--- config.mk ---
export PLATFORM = sky130hd
export DESIGN_NAME = ps2_frame_receiver
export DESIGN_NICKNAME = d
export VERILOG_FILES = /design/src/rtl/ps2_pkg.sv /design/src/rtl/ps2_line_filter.sv /design/src/rtl/ps2_frame_receiver.sv
export SDC_FILE = /design/constraint.sdc
export NUM_CORES = 1
export LEC_CHECK = 0
export BUFFER_PORTS_ARGS = -buffer_cell sky130_fd_sc_hd__buf_2
export CORE_MARGIN = 8
export CORE_UTILIZATION = 30
export DETAILED_ROUTE_END_ITERATION = 8
export PLACE_DENSITY_LB_ADDON = 0.08
export SYNTH_ARGS = -nofsm -noshare
export SYNTH_HDL_FRONTEND = slang
export SYNTH_HIERARCHICAL = 1
export SYNTH_SLANG_ARGS = --single-unit
--- constraint.sdc ---
create_clock -name clk -period 2.2 [get_ports clk]
set_input_delay 0.55 -clock clk [delete_from_list [all_inputs] [get_ports clk]]
set_output_delay 0.55 -clock clk [all_outputs]
set_load 0.005 [all_outputs]
--- src/rtl/ps2_pkg.sv ---
// ps2_pkg: shared PS/2 prefix codes, event field indices and receiver FSM states
package ps2_pkg;
    localparam logic [7:0] PS2_BREAK_PREFIX = 8'hF0;
    localparam logic [7:0] PS2_EXT_PREFIX = 8'hE0;
    localparam int PS2_BREAK_BIT = 8;
    localparam int PS2_EXT_BIT = 9;
    typedef enum logic [1:0] {IDLE, DATA, PARITY, STOP} ps2_state_e;
endpackage

--- src/rtl/ps2_line_filter.sv ---
// ps2_line_filter: 2-flop synchroniser plus saturating glitch filter for one raw PS/2 line
module ps2_line_filter #(
    parameter int FILTER_LEN = 8
) (
    input  logic clk,
    input  logic reset_n,
    input  logic raw,
    output logic level
);
    localparam int CW = $clog2(FILTER_LEN + 1);
    logic [1:0] sync_q;
    logic level_q, level_d, disagree, flip;
    logic [CW-1:0] cnt_q, cnt_d;
    always_comb begin
        disagree = sync_q[1] != level_q;
        flip = disagree && cnt_q == CW'(FILTER_LEN - 1);
        cnt_d = (disagree && !flip) ? cnt_q + 1'b1 : '0;
        level_d = flip ? sync_q[1] : level_q;
    end
    always_ff @(posedge clk) begin
        if (!reset_n) begin
            sync_q <= 2'b11;
            level_q <= 1'b1;
            cnt_q <= '0;
        end else begin
            sync_q <= {sync_q[0], raw};
            level_q <= level_d;
            cnt_q <= cnt_d;
        end
    end
    assign level = level_q;
endmodule

--- src/rtl/ps2_frame_receiver.sv ---
// ps2_frame_receiver: filters PS/2 lines, deframes 11-bit frames and emits key events with E0/F0 flags
module ps2_frame_receiver
    import ps2_pkg::*;
#(
    parameter int FILTER_LEN = 8,
    parameter int TIMEOUT_CYCLES = 50000
) (
    input  logic       clk,
    input  logic       reset_n,
    input  logic       ps2_clk,
    input  logic       ps2_data,
    output logic [9:0] data_out,
    output logic       ready,
    output logic       frame_err
);
    localparam int WW = $clog2(TIMEOUT_CYCLES + 1);
    logic clk_f, data_f, clk_prev_q, sample, timeout, good;
    ps2_state_e state_q, state_d;
    logic [2:0] bit_cnt_q, bit_cnt_d;
    logic [7:0] shift_q, shift_d;
    logic parity_q, parity_d, ready_q, ready_d, err_q, err_d, brk_q, brk_d, ext_q, ext_d;
    logic [WW-1:0] wd_q, wd_d;
    logic [9:0] data_out_q, data_out_d;
    ps2_line_filter #(.FILTER_LEN(FILTER_LEN)) u_clk_filt (.clk(clk), .reset_n(reset_n), .raw(ps2_clk), .level(clk_f));
    ps2_line_filter #(.FILTER_LEN(FILTER_LEN)) u_data_filt (.clk(clk), .reset_n(reset_n), .raw(ps2_data), .level(data_f));
    // A sample event in the expiry cycle suppresses the timeout
    assign sample = clk_prev_q && !clk_f;
    assign timeout = state_q != IDLE && !sample && wd_q >= WW'(TIMEOUT_CYCLES - 1);
    assign good = data_f && (^shift_q ^ parity_q);
    always_comb begin
        state_d = state_q;
        bit_cnt_d = bit_cnt_q;
        shift_d = shift_q;
        parity_d = parity_q;
        data_out_d = data_out_q;
        ready_d = 1'b0;
        err_d = 1'b0;
        brk_d = brk_q;
        ext_d = ext_q;
        if (timeout) begin
            state_d = IDLE;
            err_d = 1'b1;
            brk_d = 1'b0;
            ext_d = 1'b0;
        end else if (sample) begin
            case (state_q)
                IDLE: begin
                    state_d = data_f ? IDLE : DATA;
                    bit_cnt_d = '0;
                end
                DATA: begin
                    shift_d = {data_f, shift_q[7:1]};
                    bit_cnt_d = bit_cnt_q + 3'd1;
                    state_d = bit_cnt_q == 3'd7 ? PARITY : DATA;
                end
                PARITY: begin
                    parity_d = data_f;
                    state_d = STOP;
                end
                STOP: begin
                    state_d = IDLE;
                    if (!good) begin
                        err_d = 1'b1;
                        brk_d = 1'b0;
                        ext_d = 1'b0;
                    end else if (shift_q == PS2_BREAK_PREFIX) begin
                        brk_d = 1'b1;
                    end else if (shift_q == PS2_EXT_PREFIX) begin
                        ext_d = 1'b1;
                    end else begin
                        data_out_d[7:0] = shift_q;
                        data_out_d[PS2_BREAK_BIT] = brk_q;
                        data_out_d[PS2_EXT_BIT] = ext_q;
                        ready_d = 1'b1;
                        brk_d = 1'b0;
                        ext_d = 1'b0;
                    end
                end
            endcase
        end
        wd_d = state_d == IDLE ? '0 : sample ? WW'(1) : wd_q + 1'b1;
    end
    always_ff @(posedge clk) begin
        if (!reset_n) begin
            clk_prev_q <= 1'b1;
            state_q <= IDLE;
            bit_cnt_q <= '0;
            shift_q <= '0;
            parity_q <= 1'b0;
            wd_q <= '0;
            data_out_q <= '0;
            ready_q <= 1'b0;
            err_q <= 1'b0;
            brk_q <= 1'b0;
            ext_q <= 1'b0;
        end else begin
            clk_prev_q <= clk_f;
            state_q <= state_d;
            bit_cnt_q <= bit_cnt_d;
            shift_q <= shift_d;
            parity_q <= parity_d;
            wd_q <= wd_d;
            data_out_q <= data_out_d;
            ready_q <= ready_d;
            err_q <= err_d;
            brk_q <= brk_d;
            ext_q <= ext_d;
        end
    end
    assign data_out = data_out_q;
    assign ready = ready_q;
    assign frame_err = err_q;
endmodule

== Yosys cells after proc, flatten, opt, wreduce, memory -nomap -nowiden ==
Cells that the tools add are included.

* Add/subtract/negate cells: 4
* Order comparisons: 1
* Eq/ne operators: 12
* Multiplexer cells: 18
* Bitwise gates (word level): 8
* Reductions and logical operators: 29

{| class="wikitable"
|+ Operators with widths
! kind !! number
|-
| $add A16 B1 Y16 const B || 1
|-
| $eq A8 B8 Y1 const B || 2
|-
| $ge A16 B16 Y1 const B || 1
|-
| $reduce_and A3 Y1 || 5
|-
| $mux W1 || 13
|-
| $add A4 B1 Y4 const B || 2
|-
| $eq A4 B3 Y1 const B || 2
|-
| $logic_and A1 B1 Y1 || 8
|-
| $pmux W2 S4 || 1
|-
| $reduce_xor A8 Y1 || 1
|-
| $not A1 Y1 || 7
|-
| $mux W2 || 3
|-
| $pmux W3 S2 || 1
|-
| $reduce_and A6 Y1 || 1
|-
| $reduce_or A6 Y1 || 1
|-
| $eq A2 B2 Y1 const B || 2
|-
| $logic_not A1 Y1 || 4
|-
| $logic_not A2 Y1 || 2
|-
| $reduce_and A2 Y1 || 2
|-
| $reduce_bool A2 Y1 || 2
|-
| $reduce_or A2 Y1 || 2
|-
| $add A3 B1 Y3 const B || 1
|-
| $eq A3 B3 Y1 const B || 1
|-
| $ne A3 B3 Y1 const B || 1
|-
| other kinds (5) || 6
|}

* Bits in registers: 59
* Bits of input ports: 4
* Word-level logic and storage cells: 90

== Logic depth before layout (Yosys ltp) ==
Gate-level depths: netlist of run 1.

* Depth in word-level cells: 8
* Mapped depth: 8
* Depth with buffers taken out: 7

== Hierarchy ==
Netlist of run 1, hierarchy kept.

{| class="wikitable"
|+ Modules (own cells, without submodules)
! module !! instances !! cells an instance !! area each (µm²) !! seq. area each (µm²)
|-
| ps2_frame_receiver || 1 || 234 || 2015.7 || 900.9
|-
| ps2_line_filter || 2 || 23 || 245.2 || 140.1
|}

== Worst setup path before layout of run 1 ==
Ideal clock, no wire load.

* Path type: register -> register
* From: register shift_q[1]
* To: register data_out_q[1] (netlist: data_out[1])
* Library setup time: 0.129 ns
* Data arrival time: 1.703 ns
* Data required time: 2.071 ns
* Slack: 0.368 ns
* Stages on the path, launching flop included: 9
* Path buffers: 1
* Path through: dfxtp_1 > inv_1 > ha_1 > xnor3_1 > xnor2_2 > nand4_1 > buf_2 > nand3_1 > o21ai_0

* Longest elaborated chain between the ends: 4
* Elaborated cells between the ends (all ways): 8

{| class="wikitable"
|+ RTL lines
! what !! line !! text
|-
| from (decl) || ps2_frame_receiver.sv:20 || <nowiki>logic [7:0] shift_q, shift_d;</nowiki>
|-
| from (signal assigned) || ps2_frame_receiver.sv:100 || <nowiki>shift_q <= shift_d;</nowiki>
|-
| $reduce_xor A8 Y1 || ps2_frame_receiver.sv:29 || <nowiki>assign good = data_f && (^shift_q ^ parity_q);</nowiki>
|-
| $xor A1 B1 Y1 || ps2_frame_receiver.sv:29 ||
|-
| $logic_and A1 B1 Y1 || ps2_frame_receiver.sv:29 ||
|-
| $reduce_and A6 Y1 (no source line) || - ||
|-
| to (signal assigned) || ps2_frame_receiver.sv:103 || <nowiki>data_out_q <= data_out_d;</nowiki>
|-
| to (decl) || ps2_frame_receiver.sv:23 || <nowiki>logic [9:0] data_out_q, data_out_d;</nowiki>
|}

Parallel ways exist; a longest one is shown, timed or not.
A chain may end at the register's enable or synchronous reset.

== Worst setup path after layout of run 1 ==
* From: register shift_q[1]
* To: register data_out_q[9] (netlist: data_out[9])

* Longest elaborated chain between the ends: 4
* Elaborated cells between the ends (all ways): 8

{| class="wikitable"
|+ RTL lines
! what !! line
|-
| $reduce_xor A8 Y1 || ps2_frame_receiver.sv:29
|-
| $xor A1 B1 Y1 || ps2_frame_receiver.sv:29
|-
| $logic_and A1 B1 Y1 || ps2_frame_receiver.sv:29
|-
| $reduce_and A6 Y1 (no source line) (*) || -
|}

Every way passes the cells marked *; elsewhere a longest branch is shown, timed or not.

==> summary.md, run 1 <==
| Metric | Value |
|---|---|
| Leakage | 1.07 nW |
| Pre-antenna DRT Iters | 4 |
| Crit path max-delay family | XOR/XNOR gates |
| Distinct cells, synth | 39 |
| FF-to-FF path depth | 8 |
| CTS Sinks | 59 |
| Synth Warn # | 6 |
| Proportion of synthesized chip area in sequential cells | 47.1% |
| Area leader, netlist | dfxtp_1 |
| Required @ worst endpoint | 2.41 ns |
| CP max-delay cell | dfxtp_1 |
| Hold Buf Count CTS | 0 |
| Async set-reset flop share out of synthesis | 0% |
| Power per cell area | 726 nW/um^2 |
| Num rows | 33 |
| Detailed Place HPWL | 3290 microns |
| Status | finished, final reports clean |
| Net count after synthesis | 294 |
| GP Congestion | 0.669 |
| Initial core utilization | 30.7% |
| DRT antenna net count | 0 |
| Rel. slew slack | 64.0% |
| Vias in the first global route | 1,788 |
| Min Tclk post-route | 1.98 ns |
| Share of layout cells above drive strength 1 | 12.9% |
| Post-CTS Setup Bufs | 0 |
| N_diodes | 0 |
| Maximum clock rate | 506 MHz |
| IO buf count | 15 |
| CTS root buf | clkbuf_8 |
| Met1 wire length | 2390 microns |
| Final Setup Violations | 0 |
| Final wirelength | 4670 microns |
| Unrepaired setup endpoints after global routing | no |
| Crit Path Class | flop to flop |
| Clock Latency Late Sink | 0.33 ns |
| Final core utilization | 35.5% |
| Crit path depth | 8 |
| CTS buffer count | 9 |
| Top FF cell, synth | dfxtp_1 |
| Grt ovf | 0 |
| Reg-to-reg startpoint | shift_q[1] |
| R2R setup slack | 0.22 ns |
| Hold Crit Start | ps2_clk |
| Final Cell Area | 2900 sq um |
| Global-route wire length before repair | 8420 microns |
| CP peak stage delay | 0.37 ns |
| CTS tree | done |
| Die height | 107 microns |
| Max layer used | met4 |
| WP data arrival | 2.18 ns |
| Residual DRC count | 0 |
| All-Layer GR Usage | 9.21% |
| Synthesized flop and latch total | 59 |
| WL met3 | 237 microns |
| Worst Max-Slew Pin Slew | 0.539 ns |
| Worst vdd ir | 0.000444 V |
| H-tree depth | 3 |
| Hold path cells | 2 |
| Max-slew violation count | 0 |
| Fin cells | 407 |
| Post-synth top area share | 47.1% |
| EDFF count, synth | 0 |
| Post-synthesis cell area | 2510 sq um |
| Buf/Inv on CP | 2 |
| Largest net degree at the start of global routing | 36 |
| Setup Total Neg Slack | 0 ns |
| Via count | 1,829 |
| Final period util | 89.9% |
| Final Hold Fails | 0 |
| Average vias per placed instance | 4.49 |
| Nets | 313 |
| Worst Path Max Fanout | 21 |
| Max-cap viol count | 0 |
| # placed instances | 393 |
| Syn_area_per_cell | 8.95 sq um |
| Core area | 8180 sq um |
| Clock-pin slew on the worst setup and hold paths | 0.07 ns |
| Tot Pwr | 0.00211 W |
| Die Span X | 107 microns |
| CP Launch Type | flop |
| Antenna violations before repair | 0 |
| HP Class | input pin to flop |
| Reg2reg end | data_out[9] |
| Top post-synthesis cells by area | dfxtp_1 47%, nand2_1 5.5%, ha_1 5.0% |
| DR WL/cell | 11.5 microns |
| Initial drt markers | 61 |
| Die Footprint | 11,500 sq um |
| Met2 WL | 1980 microns |
| Endpoint class of the critical path | flop |
| Placed cell area | 2700 sq um |
| # IOs | 16 |
| Layout area overhead | 15.7% |
| Hold Path Sink | u_clk_filt/sync_q[0] |
| Clk buf depth | 2 |
| CTS resizes | 0 |
| Post-synthesis cell count | 280 |
| Clock skew | 0.0100 ns |
| CP cell instances | inv_1 -> ha_1 -> xnor3_1 -> xnor2_2 -> nand4_1 -> buf_4 -> nand3_1 -> o21ai_0 |
-- final cells by class --
cell class	instances	area (sq um)
Inverter	11	41.3
Clock buffer	12	165
Clock inverter	2	35.0
Timing Repair Buffer	18	110
Tap cell	105	131
Multi-Input combinational cell	200	1240
Fill cell	863	5280
Sequential cell	59	1180
-- worst max path at each step --
| stage | from | to | slack (ns) |
|---|---|---|---|
| global placement | shift_q[1] | data_out[7] | 0.29 |
| detailed placement | shift_q[1] | data_out[9] | 0.20 |
| global route | shift_q[1] | data_out[9] | 0.04 |
| CTS | shift_q[1] | data_out[9] | 0.21 |
| floorplan | shift_q[1] | data_out[1] | 0.37 |
| finish | shift_q[1] | data_out[9] | 0.22 |
-- Yosys cell counts (2+ instances only) --
master / number
xor2_1: 13
nor2_1: 33
and3_2: 2
a21oi_1: 4
buf_2: 2
xnor2_1: 8
dfxtp_1: 59
ha_1: 10
o21ai_0: 16
nor2b_1: 2
mux2i_1: 3
nor3_1: 4
inv_1: 11
nand2_1: 37
nand3b_1: 2
nand4_1: 3
and3_1: 5
nand2b_1: 7
clkbuf_1: 6
a21boi_0: 11
nand3_1: 24
-- cells in the final DEF (no fill, tap or decap), types with 2 or more instances in the layout --
cell type	synthesis	final
nor2_1	33	33
xor2_1	13	13
nand4_1	3	3
and3_2	2	2
xnor2_1	8	8
o21ai_0	16	16
buf_2	2	15
a21boi_0	11	11
mux2i_1	3	3
and3_1	5	5
ha_1	10	10
dfxtp_1	59	59
inv_1	11	11
nand3b_1	2	2
nand2_1	37	37
buf_4	0	2
a21oi_1	4	4
nor3_1	4	4
clkbuf_8	0	12
nor2b_1	2	2
nand2b_1	7	7
nand3_1	24	24
-- power breakdown --
part	switching [W]	internal, W	total [W]
combinational	0.0000181	0.0000116	0.0000296
clock	0.000399	0.000601	0.00100
sequential	0.00000195	0.00107	0.00107
-- stage by stage --
step	hold slack, ns	setup slack [ns]
finish	0.396	0.223
detailed placement	0.393	0.205
CTS	0.381	0.209
global route	0.376	0.0435
global placement	0.389	0.295
floorplan	0.386	0.368
-- state kept, by name, summed over array words and instances, names as in the netlist --
name / cells
u_data_filt/sync_q: 2
data_out: 10
u_clk_filt/cnt_q: 4
u_clk_filt/sync_q: 2
state_q: 2
wd_q: 16
frame_err: 1
u_data_filt/level: 1
ext_q: 1
brk_q: 1
parity_q: 1
u_data_filt/cnt_q: 4
shift_q: 8
ready: 1
u_clk_filt/level: 1
clk_prev_q: 1
bit_cnt_q: 3
-- layer usage --
layer  vias up  track usage [%]
li1        977                -
met1       817             11.6
met2        29             13.2
met3         6             4.37
met4         0             3.87
met5         -                0
-- cells by family (layout without fill, tap and decap cells) --
| group | after synthesis | count (layout) | share of synthesized area (%) |
|---|---|---|---|
| flops | 59 | 59 | 47.1 |
| xor+xnor | 23 | 23 | 8.89 |
| simple gates | 126 | 126 | 23.6 |
| buf+inv | 21 | 43 | 3.54 |
| fa+ha+maj | 10 | 10 | 4.99 |
| compound gates | 38 | 38 | 10.6 |
| mux | 3 | 3 | 1.20 |
No activity file was read; power rests on OpenSTA's default activity.
==> run 2, diff against run 1 <==
CTS_CLUSTER_DIAMETER = 80   (was not set)
clock period = 2.1 ns   (was 2.2 ns; I/O delays follow)
==> run 2 against run 1 <==
  * Routed wire length rose by 3.3%
  * Fmax rose by 2.6%
  * Flip-flop and latch count did not move
  * Via count fell by 0.22%
  * First-iteration DRC count fell by 21%
  * Setup slack got worse by 0.049 ns
  * Global-route usage rose by 0.15 points
  * Utilization rose by 1.1 points
  * Clock-buffer cell count did not move
  * Largest cell class unchanged
==> summary.md, run 2 (synthesized netlist as in run 1, its figures left out) <==
| Metric | Value |
|---|---|
| CP peak stage delay | 0.38 ns |
| Nets | 316 |
| Grt ovf | 0 |
| Crit path max-delay family | XOR/XNOR gates |
| Rel. slew slack | 64.1% |
| Num rows | 33 |
| Die Span X | 107 microns |
| Worst Path Max Fanout | 21 |
| HP Class | input pin to flop |
| Worst Max-Slew Pin Slew | 0.537 ns |
| Buf/Inv on CP | 2 |
| Hold Buf Count CTS | 0 |
| Detailed Place HPWL | 3360 microns |
| Antenna violations before repair | 0 |
| Layout area overhead | 19.2% |
| Required @ worst endpoint | 2.32 ns |
| Final wirelength | 4820 microns |
| Max-cap viol count | 0 |
| Clock-pin slew on the worst setup and hold paths | 0.07 ns |
| Final Setup Violations | 0 |
| Largest Register | wd_q |
| Min Tclk post-route | 1.93 ns |
| Pre-antenna DRT Iters | 4 |
| Final Hold Fails | 0 |
| Placed cell area | 2720 sq um |
| CP Launch Type | flop |
| Max-slew violation count | 0 |
| Initial core utilization | 30.7% |
| Final setup margin | 0.174 ns |
| Most frequent cells in the layout | 59 x dfxtp_1, 37 x nand2_1, 33 x nor2_1, 24 x nand3_1, 16 x o21ai_0 |
| CP cell instances | inv_1 -> ha_1 -> xnor3_1 -> xnor2_2 -> nand4_1 -> buf_6 -> nand3_1 -> o21ai_0 |
| Clk buf depth | 2 |
| Die Footprint | 11,500 sq um |
| Setup Total Neg Slack | 0 ns |
| DRT antenna net count | 0 |
| Most common cell after layout, fill and taps aside | dfxtp_1 |
| DR WL/cell | 11.7 microns |
| All-Layer GR Usage | 9.36% |
| Power per cell area | 833 nW/um^2 |
| CP max-delay cell | dfxtp_1 |
| CTS tree | done |
| Clock Latency Late Sink | 0.34 ns |
| Initial drt markers | 48 |
| N_diodes | 0 |
| CTS buffer count | 9 |
| Maximum clock rate | 519 MHz |
| R2R setup slack | 0.17 ns |
| Worst vdd ir | 0.000362 V |
| CTS root buf | clkbuf_8 |
| GP Congestion | 0.740 |
| Vias in the first global route | 1,925 |
| Crit Path Class | flop to flop |
| Average vias per placed instance | 4.43 |
| CTS Sinks | 59 |
| Die height | 107 microns |
| Global-route wire length before repair | 8580 microns |
| Max reg flops | 16 |
| Residual DRC count | 0 |
| WP data arrival | 2.15 ns |
| Largest net degree at the start of global routing | 38 |
| Leakage | 1.12 nW |
| Endpoint class of the critical path | flop |
| Status | finished, final reports clean |
| Core area | 8180 sq um |
| Via count | 1,825 |
| H-tree depth | 3 |
| DP Worst Slack | 0.136 ns |
| Final Cell Area | 2990 sq um |
| # IOs | 16 |
| Clock skew | 0.00826 ns |
| IO buf count | 15 |
| Final period util | 91.7% |
| Filler cells | 867 |
| Share of layout cells above drive strength 1 | 14.3% |
run 2: changes by cell type in the layout (fill, tap and decap cells not counted):
cell / change
buf_4: +2
buf_6: +1
bufinv_16: +2
run 2: final timing paths:
path,endpoint,startpoint,cells after the start
setup / recovery,data_out[4],shift_q[1],8
setup reg to reg,data_out[4],shift_q[1],8
hold reg to reg,u_data_filt/sync_q[1],u_data_filt/sync_q[0],1
hold / removal,u_clk_filt/sync_q[0],ps2_clk,2
run 2: area by class of cell:
type,count,area (sq um),share of cell area [%]
tap,105,131,4.40
multi-input combinational,200,1240,41.4
timing repair buffer,21,136,4.57
clock buffer,12,165,5.53
sequential,59,1180,39.5
clock inverter,4,95.1,3.18
inverter,11,41.3,1.38
run 2: where the power goes:
| part | switching (W) | leakage (nW) | internal [W] |
|---|---|---|---|
| sequential | 0.00000206 | 0.476 | 0.00112 |
| clock | 0.000447 | 0.133 | 0.000884 |
| combinational | 0.0000190 | 0.507 | 0.0000121 |
run 2: routing by layer:
layer	vias to the layer above	GRT usage, %	wire length [microns]
met3	10	3.59	220
met1	810	10.9	2490
met4	0	5.35	112
met2	20	14.4	2000
li1	985	-	-
met5	-	0	0
run 2: repair_timing:
action | in CTS | in global routing
buffers inserted | 0 | 1
setup endpoints to repair | 0 | 8
gates resized for setup | 0 | 1
run 2: per-stage QoR:
step           hold WS [ns]  util [%]  cells  power, W
2_1_floorplan         0.386         -    280   0.00117
3_3_place_gp          0.392      33.2    395   0.00118
4_1_cts               0.346      36.4    411   0.00253
3_5_place_dp          0.396      33.2    395   0.00118
6_report              0.364      36.5    412   0.00249
5_1_grt               0.362      36.5    412   0.00258
==> run 3, diff against run 2 <==
PLACE_DENSITY = 0.46   (was not set)
PLACE_DENSITY_LB_ADDON = not set   (was 0.08)
SKIP_LAST_GASP = 1   (was not set)
SLEW_MARGIN = 5   (was not set)
==> run 3 against run 2 <==
  * Worst hold slack gained 0.0044 ns
  * Sequential share of layout area grew 0.86 points
  * Clock skew is essentially flat
  * Die area unchanged
  * Largest cell class unchanged
  * Clock power is 23% lower
==> summary.md, run 3 (synthesized netlist as in run 1, its figures left out) <==
| Metric | Value |
|---|---|
| Status | finished, final reports clean |
| Initial core utilization | 30.7% |
| Power per cell area | 745 nW/um^2 |
| Final Setup Violations | 0 |
| Hold Buf Count CTS | 0 |
| Max reg flops | 16 |
| Placed cell area | 2730 sq um |
| N_diodes | 0 |
| Final setup margin | 0.189 ns |
| Required @ worst endpoint | 2.31 ns |
| Grt ovf | 0 |
| Sw frac | 20.1% |
| Num rows | 33 |
| CP cell instances | inv_1 -> ha_1 -> xnor3_1 -> xnor2_2 -> nand4_1 -> buf_6 -> nand3_1 -> o21ai_0 |
| Die height | 107 microns |
| Rel. slew slack | 64.6% |
| Most common cell after layout, fill and taps aside | dfxtp_1 |
| Worst Path Max Fanout | 18 |
| All-Layer GR Usage | 8.83% |
| Met1 wire length | 2480 microns |
| Crit Path Class | flop to flop |
| Filler cells | 855 |
| Average vias per placed instance | 4.47 |
| Int Pwr | 0.00174 W |
| Final period util | 91.0% |
| Detailed Place HPWL | 3370 microns |
| Max-slew violation count | 0 |
| CP Launch Type | flop |
| Clk pwr share | 46.9% |
| Initial drt markers | 61 |
| Nets | 318 |
| Worst vdd ir | 0.000258 V |
| Min Tclk post-route | 1.91 ns |
| Combinational share of power | 1.4% |
| DP Worst Slack | 0.158 ns |
| Clock-pin slew on the worst setup and hold paths | 0.06 ns |
| Area of the multi-input gates | 1240 sq um |
| Setup Total Neg Slack | 0 ns |
| Die Footprint | 11,500 sq um |
| Leakage | 1.09 nW |
| Clock Latency Late Sink | 0.33 ns |
| Antenna violations before repair | 0 |
| CTS root buf | clkbuf_8 |
| CTS resizes | 0 |
| Share of layout cells above drive strength 1 | 14.0% |
| CP peak stage delay | 0.37 ns |
| Vias in the first global route | 1,699 |
| Fin cells | 413 |
| WP data arrival | 2.12 ns |
| DR WL/cell | 11.4 microns |
| Residual DRC count | 0 |
| HP Class | input pin to flop |
| Worst Max-Slew Pin Slew | 0.526 ns |
| CTS tree | done |
| Maximum clock rate | 523 MHz |
| Unrepaired setup endpoints after global routing | no |
| WL met3 | 153 microns |
| Met2 WL | 2000 microns |
| GP Congestion | 0.709 |
| Largest Register | wd_q |
| Final Cell Area | 2920 sq um |
| Clk buf depth | 2 |
| Register Area | 1180 sq um |
| Final Hold Fails | 0 |
| Global-route wire length before repair | 7990 microns |
| # IOs | 16 |
| CTS Sinks | 59 |
| Final wirelength | 4730 microns |
| Pre-antenna DRT Iters | 4 |
| Tot Pwr | 0.00218 W |
| # placed instances | 398 |
| H-tree depth | 3 |
| IO buf count | 15 |
| Most frequent cells in the layout | 59 x dfxtp_1, 37 x nand2_1, 33 x nor2_1, 24 x nand3_1, 16 x o21ai_0 |
| Via count | 1,847 |
| Largest net degree at the start of global routing | 30 |
| Sequential power share | 51.7% |
| Layout area overhead | 16.6% |
| Psw | 0.000437 W |
| Max-cap viol count | 0 |
| Post-CTS Setup Bufs | 0 |
| CP max-delay cell | xnor3_1 |
| CTS buffer count | 9 |
| DRT antenna net count | 0 |
| Clock skew | 0.00848 ns |
| Core area | 8180 sq um |
| Die Span X | 107 microns |
| Max layer used | met4 |
| Endpoint class of the critical path | flop |
-- run 3: cell count changes in the layout (fill, tap and decap cells not counted) --
cell       previous run  this run
bufinv_16             3         1
clkbuf_8             12        11
buf_12                1         0
buf_4                 4         7
clkbuf_1              0         2
-- run 3: worst paths after layout --
path                               from               endpoint  slack [ns]  cells past startpoint
setup / recovery             shift_q[0]            data_out[5]        0.19                      8
hold / removal                 ps2_data  u_data_filt/sync_q[0]        0.37                      2
setup reg to reg             shift_q[0]            data_out[5]        0.19                      8
hold reg to reg   u_data_filt/sync_q[0]  u_data_filt/sync_q[1]        0.40                      1
-- run 3: per-stage QoR --
step / hold WS [ns] / util [%]
2_1_floorplan: 0.386 / -
3_3_place_gp: 0.389 / 33.3
3_5_place_dp: 0.391 / 33.3
4_1_cts: 0.355 / 35.7
5_1_grt: 0.357 / 35.8
6_report: 0.369 / 35.8
-- run 3: per-layer routing --
layer  vias up  GRT usage (%)
met4         0           6.54
met2        19           12.4
met5         -              0
met1       837           11.0
li1        985              -
met3         6           2.75
-- run 3: worst max-delay path: cells and delay by family (launching register included) --
| kind | cells | cell delay [ns] |
|---|---|---|
| adders and majority gates | 1 | 0.30 |
| DFF | 1 | 0.35 |
| and+or+nand+nor | 2 | 0.26 |
| AOI/OAI and AO/OA | 1 | 0.08 |
| buffers and inverters | 2 | 0.26 |
| xor gates and xnor gates | 2 | 0.53 |
-- run 3: power groups by stage --
| stage | registers [W] | logic, W | clock network (W) |
|---|---|---|---|
| after detailed placement | 0.00115 | 0.0000306 | 0 |
| after global routing | 0.00113 | 0.0000333 | 0.00111 |
| final | 0.00113 | 0.0000299 | 0.00102 |
| after floorplan | 0.00115 | 0.0000190 | 0 |
| after CTS | 0.00113 | 0.0000306 | 0.00106 |
| after global placement | 0.00115 | 0.0000309 | 0 |
-- run 3: cell type report --
cell class / count / area share [%]
clock buffers: 13 / 5.44
clock inverters: 2 / 1.20
inverters: 11 / 1.41
multi-input cells: 200 / 42.3
flip-flops and latches: 59 / 40.4
well taps: 105 / 4.49
repair buffers: 23 / 4.75
